--- src/rtl/zoom_pkg.sv ---
// Shared definitions for the zoom pipeline: pixel width, default image geometry and the
// frame sequencer state encoding.
package zoom_pkg;

    localparam int unsigned PIX_W     = 8;
    localparam int unsigned IMG_W_DEF = 320;
    localparam int unsigned IMG_H_DEF = 240;

    typedef enum logic [2:0] {
        StIdle    = 3'd0,
        StClr     = 3'd1,
        StFetch   = 3'd2,
        StDrain   = 3'd3,
        StWaitRep = 3'd4,
        StDone    = 3'd5
    } seq_state_t;

endpackage

--- src/rtl/zoom_seq_addr_gen.sv ---
// Running RAM read address and column counter for the frame sequencer; flags the last
// column of a row so the FSM knows when a row fetch is complete.
module zoom_seq_addr_gen
    import zoom_pkg::*;
#(
    parameter int unsigned IMG_W     = IMG_W_DEF,
    parameter int unsigned ADDR_W    = 17,
    parameter int unsigned BASE_ADDR = 0
) (
    input  logic              clk,
    input  logic              rst,
    input  logic              load,
    input  logic              inc,
    output logic [ADDR_W-1:0] addr,
    output logic              last_col
);

    localparam int unsigned COL_W = (IMG_W > 1) ? $clog2(IMG_W) : 1;

    logic [ADDR_W-1:0] addr_q;
    logic [COL_W-1:0]  col_q;

    assign addr     = addr_q;
    assign last_col = (col_q == COL_W'(IMG_W - 1));

    // Row-major layout: the address after a row's last pixel is the next row's start.
    always_ff @(posedge clk) begin
        if (rst || load) begin
            addr_q <= ADDR_W'(BASE_ADDR);
            col_q  <= '0;
        end else if (inc) begin
            addr_q <= addr_q + 1'b1;
            col_q  <= last_col ? '0 : col_q + 1'b1;
        end
    end

endmodule

--- src/rtl/zoom_frame_sequencer.sv ---
// Frame-level controller for the pixel replication stage: fetches rows from image RAM,
// streams them to the replicator and paces rows on its line-done pulse.
// Optional WAIT_REP watchdog with sticky o_timeout: define ZOOM_SEQ_TIMEOUT_EN.
module zoom_frame_sequencer
    import zoom_pkg::*;
#(
    parameter int unsigned IMG_W       = IMG_W_DEF,
    parameter int unsigned IMG_H       = IMG_H_DEF,
    parameter int unsigned ADDR_W      = 17,
    parameter int unsigned BASE_ADDR   = 0,
    parameter int unsigned TIMEOUT_CYC = 65535
) (
    input  logic              clk,
    input  logic              rst,
    input  logic              i_start,
    input  logic              i_abort,
    output logic              o_busy,
    output logic              o_frame_done,
    output logic [9:0]        o_row,
    output logic [ADDR_W-1:0] o_mem_addr,
    output logic              o_mem_rd_en,
    input  logic [PIX_W-1:0]  i_mem_data,
    output logic [PIX_W-1:0]  o_pix,
    output logic              o_pix_valid,
    input  logic              i_rep_line_done,
    output logic              o_rep_rst
`ifdef ZOOM_SEQ_TIMEOUT_EN
    ,
    output logic              o_timeout
`endif
);

    if (IMG_H < 1 || IMG_H > 1024) begin : g_bad_img_h
        $error("IMG_H must be in 1..1024 to fit the 10-bit row index");
    end
    if (IMG_W < 2) begin : g_bad_img_w
        $error("IMG_W must be at least 2");
    end
    if (TIMEOUT_CYC < 1 || TIMEOUT_CYC > 65535) begin : g_bad_timeout
        $error("TIMEOUT_CYC must fit the 16-bit watchdog");
    end

    seq_state_t state_q, state_d;
    logic       busy_q, busy_d, frame_done_q, frame_done_d;
    logic       rd_en_q, rd_en_d, pix_valid_q, pix_valid_d, rep_rst_q, rep_rst_d;
    logic [9:0] row_q, row_d;
    logic       last_col, last_row, wd_expired, abort;

    assign last_row = (row_q == 10'(IMG_H - 1));
    assign abort    = (i_abort || wd_expired) && (state_q != StIdle);

    zoom_seq_addr_gen #(
        .IMG_W    (IMG_W),
        .ADDR_W   (ADDR_W),
        .BASE_ADDR(BASE_ADDR)
    ) u_addr_gen (
        .clk     (clk),
        .rst     (rst),
        .load    (state_q == StClr),
        .inc     ((state_q == StFetch) && !abort),
        .addr    (o_mem_addr),
        .last_col(last_col)
    );

`ifdef ZOOM_SEQ_TIMEOUT_EN
    logic [15:0] wd_q;
    logic        timeout_q;

    // Line-done wins over an expiry in the same cycle.
    assign wd_expired = (state_q == StWaitRep) && !i_rep_line_done
                        && (wd_q == 16'(TIMEOUT_CYC - 1));
    assign o_timeout  = timeout_q;

    always_ff @(posedge clk) begin
        if (rst) begin
            wd_q      <= '0;
            timeout_q <= 1'b0;
        end else begin
            if (state_q != StWaitRep) wd_q <= '0;
            else                      wd_q <= wd_q + 1'b1;
            if (wd_expired)                                  timeout_q <= 1'b1;
            else if (state_q == StIdle && i_start && !i_abort) timeout_q <= 1'b0;
        end
    end
`else
    assign wd_expired = 1'b0;
`endif

    always_ff @(posedge clk) begin
        if (rst) begin
            state_q      <= StIdle;
            busy_q       <= 1'b0;
            frame_done_q <= 1'b0;
            rd_en_q      <= 1'b0;
            pix_valid_q  <= 1'b0;
            rep_rst_q    <= 1'b0;
            row_q        <= '0;
        end else begin
            state_q      <= state_d;
            busy_q       <= busy_d;
            frame_done_q <= frame_done_d;
            rd_en_q      <= rd_en_d;
            pix_valid_q  <= pix_valid_d;
            rep_rst_q    <= rep_rst_d;
            row_q        <= row_d;
        end
    end

    always_comb begin
        state_d = state_q;
        if (abort) begin
            state_d = StIdle;
        end else begin
            unique case (state_q)
                StIdle:    if (i_start && !i_abort) state_d = StClr;
                StClr:     state_d = StFetch;
                StFetch:   if (last_col) state_d = StDrain;
                StDrain:   state_d = StWaitRep;
                StWaitRep: if (i_rep_line_done) state_d = last_row ? StDone : StFetch;
                StDone:    state_d = StIdle;
                default:   state_d = StIdle;
            endcase
        end
    end

    always_comb begin
        busy_d       = (state_d != StIdle);
        frame_done_d = (state_d == StDone);
        rd_en_d      = (state_d == StFetch);
        rep_rst_d    = (state_d == StClr) || abort;
        // An aborted frame must not leak its in-flight pixel to the replicator.
        pix_valid_d  = rd_en_q && !abort;
        row_d        = row_q;
        if (state_d == StClr) begin
            row_d = '0;
        end else if (state_q == StWaitRep && state_d == StFetch) begin
            row_d = row_q + 1'b1;
        end
    end

    assign o_busy       = busy_q;
    assign o_frame_done = frame_done_q;
    assign o_row        = row_q;
    assign o_mem_rd_en  = rd_en_q;
    assign o_pix_valid  = pix_valid_q;
    assign o_rep_rst    = rep_rst_q;
    assign o_pix        = pix_valid_q ? i_mem_data : '0;

endmodule
--- config.mk ---
export PLATFORM = sky130hd
export DESIGN_NAME = zoom_frame_sequencer
export DESIGN_NICKNAME = d
export VERILOG_FILES = /design/src/rtl/zoom_pkg.sv /design/src/rtl/zoom_seq_addr_gen.sv /design/src/rtl/zoom_frame_sequencer.sv
export SDC_FILE = /design/constraint.sdc
export NUM_CORES = 1
export LEC_CHECK = 0
export ABC_AREA = 1
export CORE_ASPECT_RATIO = 0.9
export CORE_MARGIN = 1.5
export CORE_UTILIZATION = 30
export DETAILED_ROUTE_END_ITERATION = 10
export PLACE_DENSITY = 0.51
export SETUP_SLACK_MARGIN = 0.15
export SYNTH_ARGS = -nofsm -noshare
export SYNTH_HDL_FRONTEND = slang
export SYNTH_SLANG_ARGS = --single-unit
--- constraint.sdc ---
create_clock -name clk -period 2 [get_ports clk]
set_input_delay 0.3 -clock clk [delete_from_list [all_inputs] [get_ports clk]]
set_output_delay 0.3 -clock clk [all_outputs]
set_load 0.05 [all_outputs]
==> out/results.ini, run 1 <==
[cts]
clock_latency_ns = 0.30
cts_tree = built
cts_setup_buffers = 0
clock_tree.buffer_depth = 2
postCtsHoldBufs = 0
numCtsBuffers = 5
post_cts_resized = 9
clockRootBuffer = clkbuf_8
ctsHtreeMaxLevel = 2
cts.sinks = 44
clk_pin_slew_ns = 0.09

[timing]
finalHoldViolations = 0
worst_pin_slew_ns = 0.515
rsz0062_at_grt = no
relSlewSlack = 0.656
fin_crit_sh = 0.900
tns_ns = 0
final.setup_skew_ns = 0.0114
drv_slew = 0
setup_viol = 0
final.min_clock_period_ns = 1.80
fmax_mhz = 555

[synthesis]
synth_ff_type = dfxtp_1
yosysSeqAreaShare = 0.379
synth_seq_cells = 44
syn-instance-count = 331
syn_area_per_cell_um2 = 7.02
synth_nets = 347
netlist_area_mm2 = 0.00232
synth.distinct_cells = 37
synth_edf_count = 0
async_flop_share = 0
yosysWarnings = 0

[setup_path]
crit_required_ns = 1.70
path_max_fanout = 3
crit_buf_inv = 1
cp_top_family = buffers and inverters
r2r_start = o_row[0]$_SDFFE_PP0P_
crit_slowest_cell = clkdlybuf4s50_1
crit_chain = clkdlybuf4s50_1
critPathLaunch = o_row[3]$_SDFFE_PP0P_
critPathLaunchType = flip-flop
slowest_delay_ns = 0.82
crit_arrival_ns = 1.50
timing.setup.critical_path_class = flip-flop to output pin
cp-end-kind = output pin

[routing]
wl_um = 5340
drt_first_pass_iters = 4
drt_iter0_drc = 37
ant_nets = 0
viasPerCell = 4.41
avgRoutedWirePerCell_um = 10.8
drc_errors = 0
dr_total_vias = 2170

[floorplanning]
row_count = 30
die_y_um = 86.5
ios = 53
dieArea_mm2 = 0.00829
core_area_mm2 = 0.00751
die_w_um = 95.8
start_util = 0.310

[global_route]
gr-usage-all-layers = 0.137
grt_max_degree = 13
grt_pass1_vias = 1996
antenna_found_initial = 0
grt_pass1_wl_um = 9000
gr-total-overflow = 0

[pwr]
vdd_drop_max_v = 0.000232
p_leak_nw = 1.61
powerDensity_mw_per_mm2 = 520

[placement]
gp_congestion = 0.817
dp_hpwl_um = 4090
numPortBuffers = 52

[worst_hold_path]
hp-start = o_mem_rd_en$_SDFF_PP0_
min_path_type = flip-flop to flip-flop

[cells_and_area]
final_nets = 411
antennaDiodeCount = 0
syn2layout_area_growth_pct = 38.5
drive_gt1_frac = 0.146
final_core_util = 0.429

[run_status]
status = completed

[run]
max-cap-violations = 0

[metal layers]
| layer | vias to the layer above | GRT usage | share of wire |
|---|---|---|---|
| li1 | 1173 | - | - |
| met1 | 961 | 0.189 | 0.51 |
| met2 | 28 | 0.209 | 0.44 |
| met3 | 8 | 0.0325 | 0.037 |
| met4 | 0 | 0.0481 | 0.014 |
| met5 | - | 0 | 0 |
[path summary, 6_finish.rpt]
| check | endpoint | slack [ns] | cells past startpoint |
|---|---|---|---|
| min reg2reg | o_pix_valid$_SDFF_PP0_ | 0.44 | 2 |
| max | o_row[3] | 0.20 | 1 |
| max reg2reg | o_row[8]$_SDFFE_PP0P_ | 0.38 | 11 |
| min | o_pix_valid$_SDFF_PP0_ | 0.44 | 2 |
[logic make-up (layout without fill, tap and decap cells)]
logic type | count (synthesis) | count (layout) | synth area share
xor gates and xnor gates | 6 | 6 | 0.0226
adders and majority gates | 3 | 3 | 0.0161
buffers and inverters | 67 | 132 | 0.111
DFF | 44 | 44 | 0.379
and+or+nand+nor | 170 | 170 | 0.374
AOI/OAI and AO/OA | 41 | 41 | 0.0980
[report_power, final]
group          leakage, nW  switching (W)  total, W  internal [W]
sequential           0.357     0.00000787  0.000893      0.000885
clock               0.0455       0.000304  0.000586      0.000282
combinational         1.21       0.000117  0.000194     0.0000779
[layout make-up]
cell class | instances | area [um2]
repair buffers | 62 | 689
well taps | 96 | 120
inverters | 62 | 233
clock buffers | 8 | 90.1
multi-input cells | 220 | 1200
flip-flops and latches | 44 | 886
fillers | 788 | 4290
[synth_stat cells, types with 4 or more instances]
library cell,number,area share
a21oi_1,16,0.034
dfxtp_1,44,0.38
inv_1,58,0.094
inv_2,4,0.0065
nand2_1,61,0.098
nand2_2,5,0.013
nand3_1,16,0.034
nand4_1,11,0.030
nor2_1,50,0.081
nor3_1,7,0.015
o21ai_0,14,0.030
xor2_1,4,0.015
[sequential cells by signal (all words and copies together) (netlist names)]
| signal | cells |
|---|---|
| o_busy | 1 |
| o_frame_done | 1 |
| o_mem_rd_en | 1 |
| o_pix_valid | 1 |
| o_rep_rst | 1 |
| o_row | 10 |
| state_q | 3 |
| u_addr_gen.addr | 17 |
| u_addr_gen.col_q | 9 |
[metrics by stage]
stage | cells | power [W] | area, um2 | worst slack, ns | hold slack (ns)
after floorplan | 331 | 0.00102 | 2330 | 0.237 | 0.443
after global placement | 484 | 0.00111 | 3100 | 0.114 | 0.437
after detailed placement | 484 | 0.00111 | 3100 | 0.0981 | 0.440
after CTS | 492 | 0.00170 | 3180 | 0.154 | 0.452
after global routing | 492 | 0.00175 | 3220 | 0.168 | 0.468
final | 492 | 0.00167 | 3220 | 0.199 | 0.444
[layout by cell type (no fill, tap or decap), types with 2 or more instances in the layout]
master / n
xor2_1: 4
xnor2_1: 2
nand2_1: 60
ha_1: 3
dlymetal6s2s_1: 10
nand2_2: 5
nand4_1: 11
clkdlybuf4s50_1: 25
clkbuf_1: 2
nor2_2: 3
nor2_8: 2
buf_4: 10
nand4_2: 2
a31oi_1: 2
a21oi_1: 16
clkbuf_8: 6
dlygate4sd2_1: 9
o21a_1: 2
nor3_2: 3
dfxtp_1: 40
nor3_1: 7
o21ai_0: 14
o21ai_1: 3
buf_12: 8
inv_1: 58
nor2_1: 49
inv_2: 4
nand3_4: 2
nor4_1: 2
nand3_1: 15
dfxtp_2: 4
Power figures use the tool's default switching activity.
==> run 2: changes to the inputs <==
--- a/config.mk
+++ b/config.mk
@@ -8,9 +8,9 @@
 export ABC_AREA = 1
 export CORE_ASPECT_RATIO = 0.9
 export CORE_MARGIN = 1.5
-export CORE_UTILIZATION = 30
+export CORE_UTILIZATION = 45
 export DETAILED_ROUTE_END_ITERATION = 10
-export PLACE_DENSITY = 0.51
+export PLACE_DENSITY = 0.72
 export SETUP_SLACK_MARGIN = 0.15
 export SYNTH_ARGS = -nofsm -noshare
 export SYNTH_HDL_FRONTEND = slang
==> out/results.ini, run 2 (synthesis gave the netlist of run 1 again) <==
[cts]
postCtsHoldBufs = 0  ; unchanged
numCtsBuffers = 5  ; unchanged
cts.sinks = 44  ; unchanged
clockRootBuffer = clkbuf_8
clock_tree.buffer_depth = 2  ; unchanged
clock_latency_ns = 0.30  ; about the same
clk_pin_slew_ns = 0.08  ; about the same
cts_tree = built
ctsHtreeMaxLevel = 2  ; unchanged

[setup_path]
crit_required_ns = 1.70  ; about the same
cp-end-kind = output pin
slowest_delay_ns = 0.83  ; about the same
critPathLaunchType = flip-flop
crit_buf_inv = 1  ; unchanged
crit_slowest_cell = clkdlybuf4s50_1
path_max_fanout = 4  ; +1
crit_arrival_ns = 1.53  ; +0.03 ns
cp_top_family = buffers and inverters
timing.setup.critical_path_class = flip-flop to output pin
rrSetupSlack_ns = 0.32  ; -0.06 ns
crit_chain = clkdlybuf4s50_1

[cells_and_area]
drive_gt1_frac = 0.142  ; -0.00469
multi_input_area_mm2 = 0.00119  ; -0.83%
antennaDiodeCount = 0  ; unchanged
regArea_um2 = 886  ; unchanged
final_common_cell = nand2_1
largest_register_ffs = 17  ; unchanged
layout_common_cells = nand2_1, inv_1, nor2_1
syn2layout_area_growth_pct = 36.1
final_area_mm2 = 0.00316  ; -1.7%
final_core_util = 0.646  ; +0.218
final_nets = 411  ; unchanged
n_fill_cell = 436  ; -45%

[routing]
drc_errors = 0  ; unchanged
drt_first_pass_iters = 4  ; unchanged
dr_total_vias = 2215  ; +2.1%
wl_um = 5230  ; -1.9%
avgRoutedWirePerCell_um = 11.4  ; +4.9%
ant_nets = 0  ; unchanged
viasPerCell = 4.82  ; +9.2%
drt_iter0_drc = 81  ; +120%

[global_route]
grt_pass1_wl_um = 8880  ; -1.3%
gr-usage-all-layers = 0.198  ; +0.0602
antenna_found_initial = 0  ; unchanged
grt_max_degree = 14  ; +1
gr-total-overflow = 0  ; unchanged
grt_pass1_vias = 2053  ; +2.9%

[floorplanning]
die_w_um = 78.8  ; -18%
row_count = 24  ; -20%
dieArea_mm2 = 0.00561  ; -32%
start_util = 0.475  ; +0.165
core_area_mm2 = 0.00489  ; -35%
die_y_um = 71.2  ; -18%
ios = 53  ; unchanged

[worst_hold_path]
min_path_type = flip-flop to flip-flop

[timing]
tns_ns = 0  ; unchanged
worst_slack_ns = 0.170  ; -0.0287 ns
relSlewSlack = 0.649  ; -0.00652
setup_viol = 0  ; unchanged
drv_slew = 0  ; unchanged
final.setup_skew_ns = 0.0105  ; -0.000901 ns
worst_pin_slew_ns = 0.525  ; +0.00975 ns
fin_crit_sh = 0.915  ; +0.0144
finalHoldViolations = 0  ; unchanged
rsz0062_at_grt = no
final.min_clock_period_ns = 1.83  ; +0.0287 ns
fmax_mhz = 547  ; -1.6%

[run_status]
status = completed

[run]
max-cap-violations = 0  ; unchanged

[pwr]
powerDensity_mw_per_mm2 = 516  ; -0.77%
p_leak_nw = 1.56  ; -2.7%
vdd_drop_max_v = 0.000502  ; +120%

[placement]
dp_hpwl_um = 3920  ; -4.2%
placed_area_mm2 = 0.00306  ; -1.3%
numPortBuffers = 52  ; unchanged
pre_cts_slack_ns = 0.121  ; +0.0229 ns
gp_congestion = 0.852  ; +4.4%

## run 2: power breakdown
part / total [W] / leakage (nW) / switching [W] / internal [W]
Clock: 0.000543 / 0.0400 / 0.000306 / 0.000237
Sequential: 0.000893 / 0.357 / 0.00000785 / 0.000885
Combinational: 0.000196 / 1.17 / 0.000118 / 0.0000779
Total: 0.00163 / 1.56 / 0.000432 / 0.00120
## run 2: metal layers
| metal | vias to the layer above | part of all wire | track usage |
|---|---|---|---|
| met2 | 37 | 0.46 | 0.323 |
| met3 | 2 | 0.037 | 0.0426 |
| met1 | 1000 | 0.49 | 0.267 |
| met4 | 0 | 0.0055 | 0.0476 |
| li1 | 1176 | - | - |
| met5 | - | 0 | 0 |
## run 2: cell type report
| type | instances | share of cell area |
|---|---|---|
| sequential | 44 | 0.280 |
| multi-input combinational | 220 | 0.376 |
| clock buffer | 5 | 0.0217 |
| inverter | 62 | 0.0735 |
| timing repair buffer | 62 | 0.219 |
| clock inverter | 2 | 0.00395 |
| tap | 65 | 0.0257 |
## run 2: per-stage QoR
stage	hold WS [ns]	total power (W)	cells
after global routing	0.496	0.00169	460
after floorplan	0.443	0.00102	331
after CTS	0.454	0.00164	460
final	0.453	0.00163	460
after detailed placement	0.442	0.00111	453
after global placement	0.431	0.00110	453
## run 2: final timing paths
path,startpoint,endpoint,depth (start not counted)
hold / removal,o_mem_rd_en$_SDFF_PP0_,o_pix_valid$_SDFF_PP0_,2
hold reg to reg,o_mem_rd_en$_SDFF_PP0_,o_pix_valid$_SDFF_PP0_,2
setup / recovery,o_row[8]$_SDFFE_PP0P_,o_row[8],1
setup reg to reg,u_addr_gen.col_q[0]$_SDFFE_PP0P_,o_frame_done$_SDFF_PP0_,7
## run 2: repair_timing
item | in CTS | in global routing
buffers inserted | 0 | 0
gates resized for setup | 5 | 10
setup endpoints to repair | 5 | 12
## run 2: worst reg2reg max path: stages, from the launching register on
cell and delay (ns):
dfxtp_1 0.38, ha_1 0.21, nand3_1 0.08, nor2_1 0.20, nand3_1 0.11, nand2_1 0.21
o21ai_2 0.13, nor4_1 0.25
